<file path="src/rtl/rhythm_hero_pkg.sv">
// Shared constants and types for the score display path: segment patterns,
// controller state encoding and a power-of-ten helper for the saturation limit.
package rhythm_hero_pkg;

  localparam int DIGIT_W = 4;

  // Active-low segment patterns, bit0 = a ... bit6 = g
  localparam logic [6:0] SEG_BLANK = 7'h7F;
  localparam logic [6:0] SEG_0 = 7'h40;
  localparam logic [6:0] SEG_1 = 7'h79;
  localparam logic [6:0] SEG_2 = 7'h24;
  localparam logic [6:0] SEG_3 = 7'h30;
  localparam logic [6:0] SEG_4 = 7'h19;
  localparam logic [6:0] SEG_5 = 7'h12;
  localparam logic [6:0] SEG_6 = 7'h02;
  localparam logic [6:0] SEG_7 = 7'h78;
  localparam logic [6:0] SEG_8 = 7'h00;
  localparam logic [6:0] SEG_9 = 7'h10;

  typedef enum logic [1:0] {
    IDLE   = 2'd0,
    CONV   = 2'd1,
    DRIVE  = 2'd2,
    COMMIT = 2'd3
  } state_t;

  function automatic logic [63:0] pow10(input int n);
    logic [63:0] p;
    p = 64'd1;
    for (int k = 0; k < n; k++) p = p * 64'd10;
    return p;
  endfunction

endpackage

</file>
<file path="src/rtl/score_display_ctrl_if.sv">
// Load handshake and display outputs between the scoring logic (master)
// and the score display controller (slave).
interface score_display_ctrl_if #(
  parameter int SCORE_W    = 16,
  parameter int NUM_DIGITS = 5
);
  logic [SCORE_W-1:0]      score;
  logic                    score_valid;
  logic                    ready;
  logic                    done;
  logic                    overflow;
  logic [7*NUM_DIGITS-1:0] hex_out;

  modport master (output score, score_valid, input ready, done, overflow, hex_out);
  modport slave  (input score, score_valid, output ready, done, overflow, hex_out);
endinterface

</file>
<file path="src/rtl/seven_segment.sv">
// BCD digit to active-low seven-segment decoder; non-decimal codes go blank.
module seven_segment
  import rhythm_hero_pkg::*;
(
  input  logic [DIGIT_W-1:0] digit,
  output logic [6:0]         seg
);

  always_comb begin
    seg = SEG_BLANK;
    case (digit)
      4'd0: seg = SEG_0;
      4'd1: seg = SEG_1;
      4'd2: seg = SEG_2;
      4'd3: seg = SEG_3;
      4'd4: seg = SEG_4;
      4'd5: seg = SEG_5;
      4'd6: seg = SEG_6;
      4'd7: seg = SEG_7;
      4'd8: seg = SEG_8;
      4'd9: seg = SEG_9;
      default: seg = SEG_BLANK;
    endcase
  end

endmodule

</file>
<file path="src/rtl/score_display_ctrl.sv">
// Binary score to seven-segment display: serial double dabble, then one shared
// decoder walks the digits MSD first into shadow registers, committed together.
module score_display_ctrl
  import rhythm_hero_pkg::*;
#(
  parameter int SCORE_W    = 16,
  parameter int NUM_DIGITS = 5,
  parameter int BLANK_LZ   = 1
) (
  input logic                clk,
  input logic                rst,
  score_display_ctrl_if.slave bus
);

  localparam int BCD_W = DIGIT_W * NUM_DIGITS;
  localparam int CNT_W = (SCORE_W > 1) ? $clog2(SCORE_W) : 1;
  localparam int IDX_W = (NUM_DIGITS > 1) ? $clog2(NUM_DIGITS) : 1;
  localparam logic [63:0] MAX_VAL = pow10(NUM_DIGITS) - 64'd1;

  state_t              state_reg;
  logic [SCORE_W-1:0]  bin_reg;
  logic [BCD_W-1:0]    bcd_reg;
  logic [BCD_W-1:0]    bcd_adj;
  logic [CNT_W-1:0]    bit_cnt_reg;
  logic [IDX_W-1:0]    dig_idx_reg;
  logic                seen_nz_reg;
  logic                sat_reg;
  logic                done_reg;
  logic                overflow_reg;
  logic [6:0]          shadow_reg [NUM_DIGITS];
  logic [6:0]          hex_reg    [NUM_DIGITS];
  logic [7*NUM_DIGITS-1:0] hex_flat;

  logic [DIGIT_W-1:0]  nibble [NUM_DIGITS];
  logic [DIGIT_W-1:0]  cur_nibble;
  logic [6:0]          dec_seg;
  logic [6:0]          wr_seg;
  logic                blank_now;
  logic                over_limit;

  genvar gi;
  generate
    for (gi = 0; gi < NUM_DIGITS; gi++) begin : g_digit
      assign nibble[gi] = bcd_reg[gi*DIGIT_W +: DIGIT_W];
      assign bcd_adj[gi*DIGIT_W +: DIGIT_W] =
        (nibble[gi] >= 4'd5) ? nibble[gi] + 4'd3 : nibble[gi];
      assign hex_flat[gi*7 +: 7] = hex_reg[gi];

      // Shadow is written during the digit walk; the visible copy only at commit.
      always_ff @(posedge clk or posedge rst) begin
        if (rst) begin
          shadow_reg[gi] <= SEG_BLANK;
          hex_reg[gi]    <= SEG_BLANK;
        end else begin
          if (state_reg == DRIVE && dig_idx_reg == IDX_W'(gi))
            shadow_reg[gi] <= wr_seg;
          if (state_reg == COMMIT)
            hex_reg[gi] <= shadow_reg[gi];
        end
      end
    end
  endgenerate

  assign over_limit = 64'(bus.score) > MAX_VAL;
  assign cur_nibble = sat_reg ? 4'd9 : nibble[dig_idx_reg];
  assign blank_now  = (BLANK_LZ != 0) && (cur_nibble == '0) && !seen_nz_reg
                      && (dig_idx_reg != '0);
  assign wr_seg     = blank_now ? SEG_BLANK : dec_seg;

  seven_segment u_dec (
    .digit (cur_nibble),
    .seg   (dec_seg)
  );

  always_ff @(posedge clk or posedge rst) begin
    if (rst) begin
      state_reg    <= IDLE;
      bin_reg      <= '0;
      bcd_reg      <= '0;
      bit_cnt_reg  <= '0;
      dig_idx_reg  <= '0;
      seen_nz_reg  <= 1'b0;
      sat_reg      <= 1'b0;
      done_reg     <= 1'b0;
      overflow_reg <= 1'b0;
    end else begin
      done_reg <= 1'b0;
      case (state_reg)
        IDLE: begin
          if (bus.score_valid) begin
            bin_reg     <= bus.score;
            bcd_reg     <= '0;
            bit_cnt_reg <= '0;
            sat_reg     <= over_limit;
            state_reg   <= CONV;
          end
        end
        CONV: begin
          {bcd_reg, bin_reg} <= {bcd_adj, bin_reg} << 1;
          bit_cnt_reg        <= bit_cnt_reg + 1'b1;
          if (bit_cnt_reg == CNT_W'(SCORE_W - 1)) begin
            dig_idx_reg <= IDX_W'(NUM_DIGITS - 1);
            seen_nz_reg <= 1'b0;
            state_reg   <= DRIVE;
          end
        end
        DRIVE: begin
          if (cur_nibble != '0) seen_nz_reg <= 1'b1;
          if (dig_idx_reg == '0) state_reg <= COMMIT;
          else dig_idx_reg <= dig_idx_reg - 1'b1;
        end
        COMMIT: begin
          done_reg     <= 1'b1;
          overflow_reg <= sat_reg;
          state_reg    <= IDLE;
        end
        default: state_reg <= IDLE;
      endcase
    end
  end

  assign bus.ready    = (state_reg == IDLE);
  assign bus.done     = done_reg;
  assign bus.overflow = overflow_reg;
  assign bus.hex_out  = hex_flat;

endmodule

</file>
<file path="src/flat_wrapper.sv">
// flat-port wrapper written by rule: the top's interface ports become plain ports
module score_display_ctrl_flat import rhythm_hero_pkg::*;
#(
  parameter int SCORE_W    = 16,
  parameter int NUM_DIGITS = 5,
  parameter int BLANK_LZ   = 1
)
  (clk, rst, bus_score, bus_score_valid, bus_ready, bus_done, bus_overflow, bus_hex_out);
  score_display_ctrl_if #(.SCORE_W(SCORE_W), .NUM_DIGITS(NUM_DIGITS)) bus_i ();
  input logic clk;
  input logic rst;
  input wire logic [$bits(bus_i.score)-1:0] bus_score;
  input wire logic [$bits(bus_i.score_valid)-1:0] bus_score_valid;
  output wire logic [$bits(bus_i.ready)-1:0] bus_ready;
  output wire logic [$bits(bus_i.done)-1:0] bus_done;
  output wire logic [$bits(bus_i.overflow)-1:0] bus_overflow;
  output wire logic [$bits(bus_i.hex_out)-1:0] bus_hex_out;
  assign bus_i.score = bus_score;
  assign bus_i.score_valid = bus_score_valid;
  assign bus_ready = bus_i.ready;
  assign bus_done = bus_i.done;
  assign bus_overflow = bus_i.overflow;
  assign bus_hex_out = bus_i.hex_out;
  score_display_ctrl #(.SCORE_W(SCORE_W), .NUM_DIGITS(NUM_DIGITS), .BLANK_LZ(BLANK_LZ)) u_core (.clk(clk), .rst(rst), .bus(bus_i));
endmodule
</file>
<file path="config.mk">
export PLATFORM = sky130hd
export DESIGN_NAME = score_display_ctrl_flat
export DESIGN_NICKNAME = d
export VERILOG_FILES = /design/src/rtl/rhythm_hero_pkg.sv /design/src/rtl/score_display_ctrl_if.sv /design/src/rtl/seven_segment.sv /design/src/rtl/score_display_ctrl.sv /design/src/flat_wrapper.sv
export SDC_FILE = /design/constraint.sdc
export NUM_CORES = 1
export LEC_CHECK = 0
export CAP_MARGIN = 20
export CORE_MARGIN = 2
export CORE_UTILIZATION = 55
export CTS_BUF_LIST = sky130_fd_sc_hd__clkbuf_8
export CTS_CLUSTER_SIZE = 12
export DETAILED_ROUTE_END_ITERATION = 6
export HOLD_SLACK_MARGIN = 0.05
export PLACE_DENSITY_LB_ADDON = 0.2
export REMOVE_ABC_BUFFERS = 1
export SKIP_LAST_GASP = 1
export SLEW_MARGIN = 20
export SYNTH_ARGS = -nofsm -noshare
export SYNTH_HDL_FRONTEND = slang
export SYNTH_SLANG_ARGS = --single-unit
</file>
<file path="constraint.sdc">
create_clock -name clk -period 7.1 [get_ports clk]
set_clock_uncertainty 0.15 [all_clocks]
set_input_delay 2.13 -clock clk [delete_from_list [all_inputs] [get_ports clk]]
set_output_delay 2.13 -clock clk [all_outputs]
set_load 0.02 [all_outputs]
</file>
==> results of run 1 <==
final timing paths:
kind	start	end	slack, ps	cells after the start
worst min-delay path	u_core.shadow_reg[33]	u_core.shadow_reg[33]	320	2
worst max register to register	u_core.dig_idx_reg[0]	u_core.shadow_reg[2]	4070	7
worst max-delay path	u_core.state_reg[0]	bus_ready	2550	3
min in group asynchronous	rst	u_core.bcd_reg[19]	2070	2
worst min register to register	u_core.shadow_reg[33]	u_core.shadow_reg[33]	320	2
max in group asynchronous	rst	u_core.bus.hex_out[24]	3670	3
metal layers:
layer,global-route usage (%),vias to the layer above,part of all wire [%]
met5,0,-,0
met4,7.905,0,1.4
met3,6.114,16,3.6
met2,33.67,74,49
met1,26.89,1965,46
li1,-,1940,-
stage by stage:
stage	setup slack (ps)	util (%)	power, W	hold WS [ps]	area [µm²]
after global placement	2367	63.56	0.002420	314.3	6241
after CTS	2535	67.57	0.003077	325.1	6635
after global routing	2431	67.60	0.003260	343.2	6638
after detailed placement	2227	63.56	0.002473	315.3	6241
final	2550	67.60	0.003053	324.1	6638
after floorplan	1835	-	0.002050	300.5	5492
area by class of cell:
cell class | instances | area (µm²)
Sequential cell | 117 | 3015
Timing Repair Buffer | 59 | 580.6
Tap cell | 133 | 166.4
Inverter | 24 | 92.59
Clock inverter | 13 | 132.6
Clock buffer | 19 | 261.5
Multi-Input combinational cell | 341 | 2389
Fill cell | 766 | 3182
report_power, final:
part	switching (W)	total [W]	leakage, nW	internal, W
Sequential	0.000166	0.00121	1.32	0.00104
Combinational	0.000706	0.00125	1.15	0.000540
Clock	0.000273	0.000601	0.199	0.000328
Total	0.00114	0.00305	2.67	0.00191
critical path, cell delays in order (launching register included):
cell and delay, ps:
dfrtp_1 420, inv_1 90, ha_1 590, clkdlybuf4s50_1 730
logic make-up (layout without fill, tap and decap cells):
kind of cell | Yosys count | in the layout | synth area share [%]
compound gates | 152 | 152 | 17.97
buf+inv | 52 | 115 | 3.746
simple gates | 115 | 115 | 9.476
flops | 117 | 117 | 53.73
fa+ha+maj | 25 | 25 | 5.574
other cells | 1 | 1 | 0.06683
mux | 41 | 41 | 8.339
xor+xnor | 7 | 7 | 1.093
cell usage after synthesis (2+ instances only):
cell	instances	area share [%]
a32o_1	5	0.89
buf_2	3	0.27
xor2_1	2	0.31
buf_1	7	0.47
nand3_1	6	0.54
a22o_1	2	0.31
a31oi_1	22	2.5
o22ai_1	32	3.6
inv_1	24	1.6
o21ai_0	24	2.1
clkbuf_1	16	1.1
and2_1	6	0.67
ha_1	25	5.6
a21oi_1	31	2.8
nor2_1	48	3.2
o32ai_1	3	0.47
nor3b_1	2	0.27
and3_1	3	0.33
xnor2_1	5	0.78
nand2b_1	8	0.89
o31ai_1	17	2.3
o21ai_1	2	0.18
dfstp_2	70	33
mux2i_1	4	0.71
mux2_2	36	7.2
nand2_1	33	2.2
dfrtp_1	47	21
nor3_1	2	0.18
o221ai_2	2	0.54
==> out/summary.txt, run 1 <==
Seq cells post-synth: 117
fmax: 219.8 MHz
TritonCTS Buffers: 17
Final Setup Violations: 0
vias in the first global route: 3,921
Clock Path Buffers: 2
Clock Latency Late Sink: 440 ps
DR vias: 3,995
global-route usage over all layers: 20.94%
Mapped Cells: 510
FP Rows: 36
Resized cells post-CTS: 0
CP Launch Type: flop
first-pass GRT wire length: 18,410 µm
sequential share of the synthesized area: 53.73%
minimum clock period: 4550 ps
Hold Buf Count CTS: 0
first-pass detailed-route iteration total: 5
critical-path maximum fanout: 18
worst slew pin tran: 887.3 ps
commonest non-fill, non-tap cells in the layout: 70 x dfstp_2, 55 x clkdlybuf4s50_1, 48 x nor2_1, 47 x dfrtp_1, 36 x mux2_2
grt ovf: 0
Max Slew Vio Count: 0
port buffer count: 55
EDFF count, synth: 0
synth unique cells: 52
Final period util: 64.09%
Yosys warning count: 0
layout cell share with drive strength beyond 1: 26.70%
WP data required: 4820 ps
worst min-delay path class: reg2reg
sum of negative setup slack: 0 ps
RSZ-0062 raised after global routing: no
Syn Std Cell Area: 5612 µm²
IO Pins: 57
largest net degree at the start of global routing: 75
Initial Util: 57.15%
DP Wirelength: 7512 µm
Setup Buffers After CTS: 0
critical path type: reg2out
Crit path arrival time: 2270 ps
most common cell after layout, fill and taps aside: dfstp_2
Core Area: 9819 µm²
Relative slew margins: 40.85%
Iter 0 DRT Violations: 178
Final #Nets: 604
Peak VDD IR: 0.2523 mV
full die area: 11,030 µm²
antenna violations before repair: 0
Synth Area per Inst: 11.00 µm²
Chip Width: 105.0 µm
wirelength, routed: 10,960 µm
Top FF cell, synth: dfstp_2
dpl cells: 674
Residual DRC: 0
Vias/cell: 5.659
CTS Root Cell: clkbuf_8
P&R area growth vs syn: 18.28%
clock-pin slew of the registers on the worst-case setup and hold paths: 70 ps
outcome: finished, final reports clean
DIE HEIGHT: 105.0 µm
PwrDens: 460.0 nW/µm²
clock sinks: 117
CTS tree: done
P_leak: 2.668 nW
ANT nets after route: 0
Final Hold Viols: 0
H-tree levels: 4
n_diodes: 0
max-cap viol count: 0
routability cong.: 0.8451
Worst setup EP type: output port
fraction of registers with async set/reset: 100.0%
Post-Layout Cell Count: 706
WL/cell: 15.52 µm
Power figures use the tool's default switching activity.
==> run 2, diff against run 1 <==
--- a/config.mk
+++ b/config.mk
@@ -7,7 +7,7 @@
 export LEC_CHECK = 0
 export CAP_MARGIN = 20
 export CORE_MARGIN = 2
-export CORE_UTILIZATION = 55
+export CORE_UTILIZATION = 53
 export CTS_BUF_LIST = sky130_fd_sc_hd__clkbuf_8
 export CTS_CLUSTER_SIZE = 12
 export DETAILED_ROUTE_END_ITERATION = 6
==> constraint.sdc (replaced) <==
create_clock -name clk -period 3.9 [get_ports clk]
set_clock_uncertainty 0.15 [all_clocks]
set_input_delay 1.17 -clock clk [delete_from_list [all_inputs] [get_ports clk]]
set_output_delay 1.17 -clock clk [all_outputs]
set_load 0.02 [all_outputs]
==> run 2 against run 1 <==
Compared with the run above:
- global-route usage about the same
- critical path depth up 1
- sequential cell count unchanged
- via count up 1.1%
- final cell count up 0.99%
- power up 84%
- non-clock buffer count up 4
- clock-buffer cell count down 2
- first-iteration DRC count up 9.6%
- sequential power up 82%
- largest cell class unchanged
- highest routed layer unchanged
==> out/summary.txt, run 2 (same netlist as run 1, synthesis figures left out) <==
outcome: finished, final reports clean
PwrDens: 839.6 nW/µm²
max-cap viol count: 0
Clock Latency Late Sink: 420 ps
P_leak: 2.692 nW
CP cell instances: inv_1 -> ha_1 -> buf_4 -> clkdlybuf4s50_1
most common cell after layout, fill and taps aside: dfstp_2
total power: 0.005605 W
hold path cells: 2
port buffer count: 55
worst min-delay path class: reg2reg
grt ovf: 0
sum of negative setup slack: 0 ps
Reg area: 3015 µm²
H-tree levels: 4
antenna violations before repair: 0
WL/cell: 15.73 µm
IO Pins: 57
Max Slew Vio Count: 0
CTS Root Cell: clkbuf_8
DP Wirelength: 7530 µm
minimum clock period: 3286 ps
n_diodes: 0
Final #Nets: 608
Slowest cell on crit path: clkdlybuf4s50_1
Iter 0 DRT Violations: 195
full die area: 11,430 µm²
P&R area growth vs syn: 18.97%
Relative slew margins: 52.88%
Chip Width: 106.9 µm
utilization after layout: 64.67%
Residual DRC: 0
WP data required: 2580 ps
DR vias: 4,039
routability cong.: 0.8961
wirelength, routed: 11,220 µm
FF-to-FF End: u_core.shadow_reg[2]
Multi-input gate area: 2386 µm²
Initial Util: 54.36%
Peak VDD IR: 0.4322 mV
worst slew pin tran: 702.1 ps
Vias/cell: 5.665
commonest non-fill, non-tap cells in the layout: 70 x dfstp_2, 55 x clkdlybuf4s50_1, 48 x nor2_1, 47 x dfrtp_1, 36 x mux2_2
Hold Path Sink: u_core.shadow_reg[19]
first-pass GRT wire length: 18,900 µm
R2R setup slack: 880 ps
global-route usage over all layers: 20.90%
TritonCTS Buffers: 17
Final Setup Violations: 0
clock-pin slew of the registers on the worst-case setup and hold paths: 80 ps
worst reg-to-reg path cell count: 7
Worst Hold Launch: u_core.shadow_reg[19]
layout cell share with drive strength beyond 1: 27.04%
Hold Buf Count CTS: 0
filler cell count: 796
Worst setup EP type: output port
critical path type: reg2out
ANT nets after route: 0
CTS tree: done
r2r startpoint: u_core.dig_idx_reg[0]
Final period util: 84.26%
RSZ-0062 raised after global routing: no
Setup Buffers After CTS: 0
Clock Path Buffers: 2
Resized cells post-CTS: 0
max incr delay on CP: 640 ps
fmax: 304.3 MHz
DIE HEIGHT: 106.9 µm
Core Area: 10,320 µm²
Crit path arrival time: 1970 ps
vias in the first global route: 3,956
Final Hold Viols: 0
critical-path maximum fanout: 18
FP Rows: 37
largest net degree at the start of global routing: 118
clock sinks: 117
CP Launch Type: flop
first-pass detailed-route iteration total: 4
## run 2: changes by cell type in the layout (fill, tap and decap cells not counted)
cell,before,now
nand2_2,1,0
buf_4,4,7
clkinv_2,4,3
inv_6,1,3
buf_12,0,1
inv_8,0,1
clkinvlp_4,3,2
clkbuf_8,19,17
inv_4,1,2
nand2_1,32,33
## run 2: cell type report
type,instances,area share (%)
sequential,117,45.16
inverter,24,1.387
clock inverter,15,2.324
tap,136,2.549
multi-input combinational,341,35.74
timing repair buffer,63,9.333
clock buffer,17,3.504
## run 2: worst max path at each step
stage                             start                 end  depth (start not counted)
floorplan                           rst   u_core.bcd_reg[0]                          1
global placement        bus_score_valid  u_core.bcd_reg[15]                          7
detailed placement      bus_score_valid  u_core.bcd_reg[11]                          7
CTS                 u_core.state_reg[0]           bus_ready                          4
global route        u_core.state_reg[0]           bus_ready                          4
finish              u_core.state_reg[0]           bus_ready                          4
## run 2: metrics by stage
stage               instance area, µm²  setup WS, ps  cells  hold slack, ps
floorplan                         5492        -404.9    482           300.5
global placement                  6287         799.9    681           311.2
detailed placement                6287         742.1    681           314.2
CTS                               6676         586.9    713           332.1
global route                      6676         471.7    713           347.8
finish                            6676         614.0    713           326.9
## run 2: metal layers
layer	wire length (µm)	up-vias	part of all wire, %	GRT usage [%]
met5	0	-	0	0
met4	121	0	1.1	7.885
met3	453	12	4.0	5.106
met2	5459	103	49	33.35
met1	5182	1970	46	27.78
li1	-	1954	-	-
## run 2: critical path, delay by kind of cell, from the launching register on
kind	cells	cell delay (ps)
adder cells (fa/ha/maj)	1	160
buffers and inverters	3	970
flip-flops	1	420
## run 2: power by group
group	leakage, nW	switching [W]	internal [W]	total, W
clock network	0.200	0.000522	0.000573	0.00110
logic	1.17	0.00131	0.00100	0.00231
registers	1.32	0.000304	0.00190	0.00220
total	2.69	0.00213	0.00347	0.00561
==> run 3, diff against run 2 <==
--- a/config.mk
+++ b/config.mk
@@ -7,7 +7,7 @@
 export LEC_CHECK = 0
 export CAP_MARGIN = 20
 export CORE_MARGIN = 2
-export CORE_UTILIZATION = 53
+export CORE_UTILIZATION = 55
 export CTS_BUF_LIST = sky130_fd_sc_hd__clkbuf_8
 export CTS_CLUSTER_SIZE = 12
 export DETAILED_ROUTE_END_ITERATION = 6
==> constraint.sdc (replaced) <==
create_clock -name clk -period 3.4 [get_ports clk]
set_clock_uncertainty 0.15 [all_clocks]
set_input_delay 1.02 -clock clk [delete_from_list [all_inputs] [get_ports clk]]
set_output_delay 1.02 -clock clk [all_outputs]
set_load 0.02 [all_outputs]
==> run 3 against run 2 <==
Compared with the run above:
- power up 17%
- sequential share of layout area down 0.36 points
- first-iteration DRC count down 3.6%
- global-route usage up 1.7 points
==> out/summary.txt, run 3 (same netlist as run 1, synthesis figures left out) <==
outcome: finished, final reports clean
CTS tree: done
filler cell count: 778
routability cong.: 0.8774
Reg area: 3015 µm²
dpl cells: 680
TritonCTS Buffers: 17
met1 usage: 29.43%
Resized cells post-CTS: 0
Sw Share: 38.53%
Core Area: 9819 µm²
antenna violations before repair: 0
clock-pin slew of the registers on the worst-case setup and hold paths: 80 ps
Clock Path Buffers: 2
GRT busiest layer: met2
grt ovf: 0
CP Launch Type: flop
Chip Width: 105.0 µm
global-route usage over all layers: 22.57%
critical-path maximum fanout: 4
Setup WS pre-CTS: 566.7 ps
first-pass GRT wire length: 19,890 µm
Final period util: 85.60%
CP cell instances: inv_1 -> ha_1 -> clkdlybuf4s50_1
Sequential Power Share: 38.6%
full die area: 11,030 µm²
Final Hold Viols: 0
max-cap viol count: 0
Initial Util: 57.15%
DP Wirelength: 8073 µm
Internal: 0.004028 W
Peak VDD IR: 0.5262 mV
met3 Usage GRT: 4.180%
Residual DRC: 0
Final #Nets: 610
most common cell after layout, fill and taps aside: dfstp_2
FP Rows: 36
Setup Buffers After CTS: 0
PwrDens: 973.8 nW/µm²
Clock Latency Late Sink: 430 ps
vias in the first global route: 4,152
Max Slew Vio Count: 0
first-pass detailed-route iteration total: 4
wirelength, routed: 11,620 µm
crit path buf inv count: 2
DR vias: 4,116
worst min-delay path class: reg2reg
WP data required: 2230 ps
Post-Layout Cell Count: 712
combinational group share of total power: 40.8%
WL/cell: 16.32 µm
Relative slew margins: 35.75%
IO Pins: 57
Multi-input gate area: 2386 µm²
ANT nets after route: 0
Slowest cell on crit path: clkdlybuf4s50_1
Hold WS: 325.7 ps
Final WS setup: 489.4 ps
port buffer count: 55
Crit path max-delay family: buffers and inverters
n_diodes: 0
Switch Pwr: 0.002525 W
Vias/cell: 5.781
max incr delay on CP: 610 ps
largest net degree at the start of global routing: 42
fmax: 343.6 MHz
CTS Root Cell: clkbuf_8
H-tree levels: 4
commonest non-fill, non-tap cells in the layout: 70 x dfstp_2, 55 x clkdlybuf4s50_1, 48 x nor2_1, 47 x dfrtp_1, 36 x mux2_2
utilization after layout: 68.54%
Clock Power Share: 20.6%
layout cell share with drive strength beyond 1: 27.46%
RSZ-0062 raised after global routing: no
DIE HEIGHT: 105.0 µm
P_leak: 2.718 nW
total power: 0.006554 W
Final Setup Violations: 0
Crit path arrival time: 1740 ps
minimum clock period: 2911 ps
P&R area growth vs syn: 19.93%
critical path type: reg2out
clock sinks: 117
Worst setup EP type: output port
Iter 0 DRT Violations: 188
Hold Buf Count CTS: 0
worst slew pin tran: 957.3 ps
GR Layer Usage met2: 37.80%
[run 3: changes by cell type in the layout (fill, tap and decap cells not counted), sizes merged]
cell,delta
inv,+4
clkinvlp,-1
clkinv,-3
buf,+2
[run 3: worst paths after layout]
path | from | end | slack [ps] | cells after the start
worst min-delay path | u_core.shadow_reg[8] | u_core.shadow_reg[8] | 330 | 2
min in group asynchronous | rst | u_core.bcd_reg[0] | 830 | 2
worst max-delay path | u_core.state_reg[0] | bus_ready | 490 | 3
worst min register to register | u_core.shadow_reg[8] | u_core.shadow_reg[8] | 330 | 2
max in group asynchronous | rst | u_core.shadow_reg[30] | 1620 | 3
worst max register to register | u_core.dig_idx_reg[0] | u_core.shadow_reg[11] | 540 | 7
[run 3: tightest hold or removal path, stage by stage, from the launching register on]
cell and delay [ps]:
dfstp_2 370, nand2_1 40, o31ai_1 60
[run 3: layout make-up]
type	count	area share (%)
multi-input combinational	341	35.45
timing repair buffer	65	9.667
clock buffer	17	3.476
inverter	24	1.376
tap	133	2.473
clock inverter	15	2.751
sequential	117	44.80
[run 3: power by group through the flow]
stage | clock, W | sequential (W) | combinational [W]
after floorplan | 0 | 0.00267 | 0.00161
after global placement | 0 | 0.00252 | 0.00258
after detailed placement | 0 | 0.00255 | 0.00268
after CTS | 0.00137 | 0.00253 | 0.00269
after global routing | 0.00144 | 0.00260 | 0.00294
final | 0.00135 | 0.00253 | 0.00268
[run 3: metrics by stage]
step | area [µm²] | TNS, ps
CTS | 6730 | 0
global route | 6730 | 0
global placement | 6311 | 0
floorplan | 5492 | -35480
detailed placement | 6311 | 0
finish | 6730 | 0
[run 3: per-layer routing]
metal	wire, µm	up-vias	part of all wire, %
met4	139	0	1.2
met5	0	-	0
met1	5007	2035	43
met2	5958	112	51
met3	515	13	4.4
li1	-	1956	-
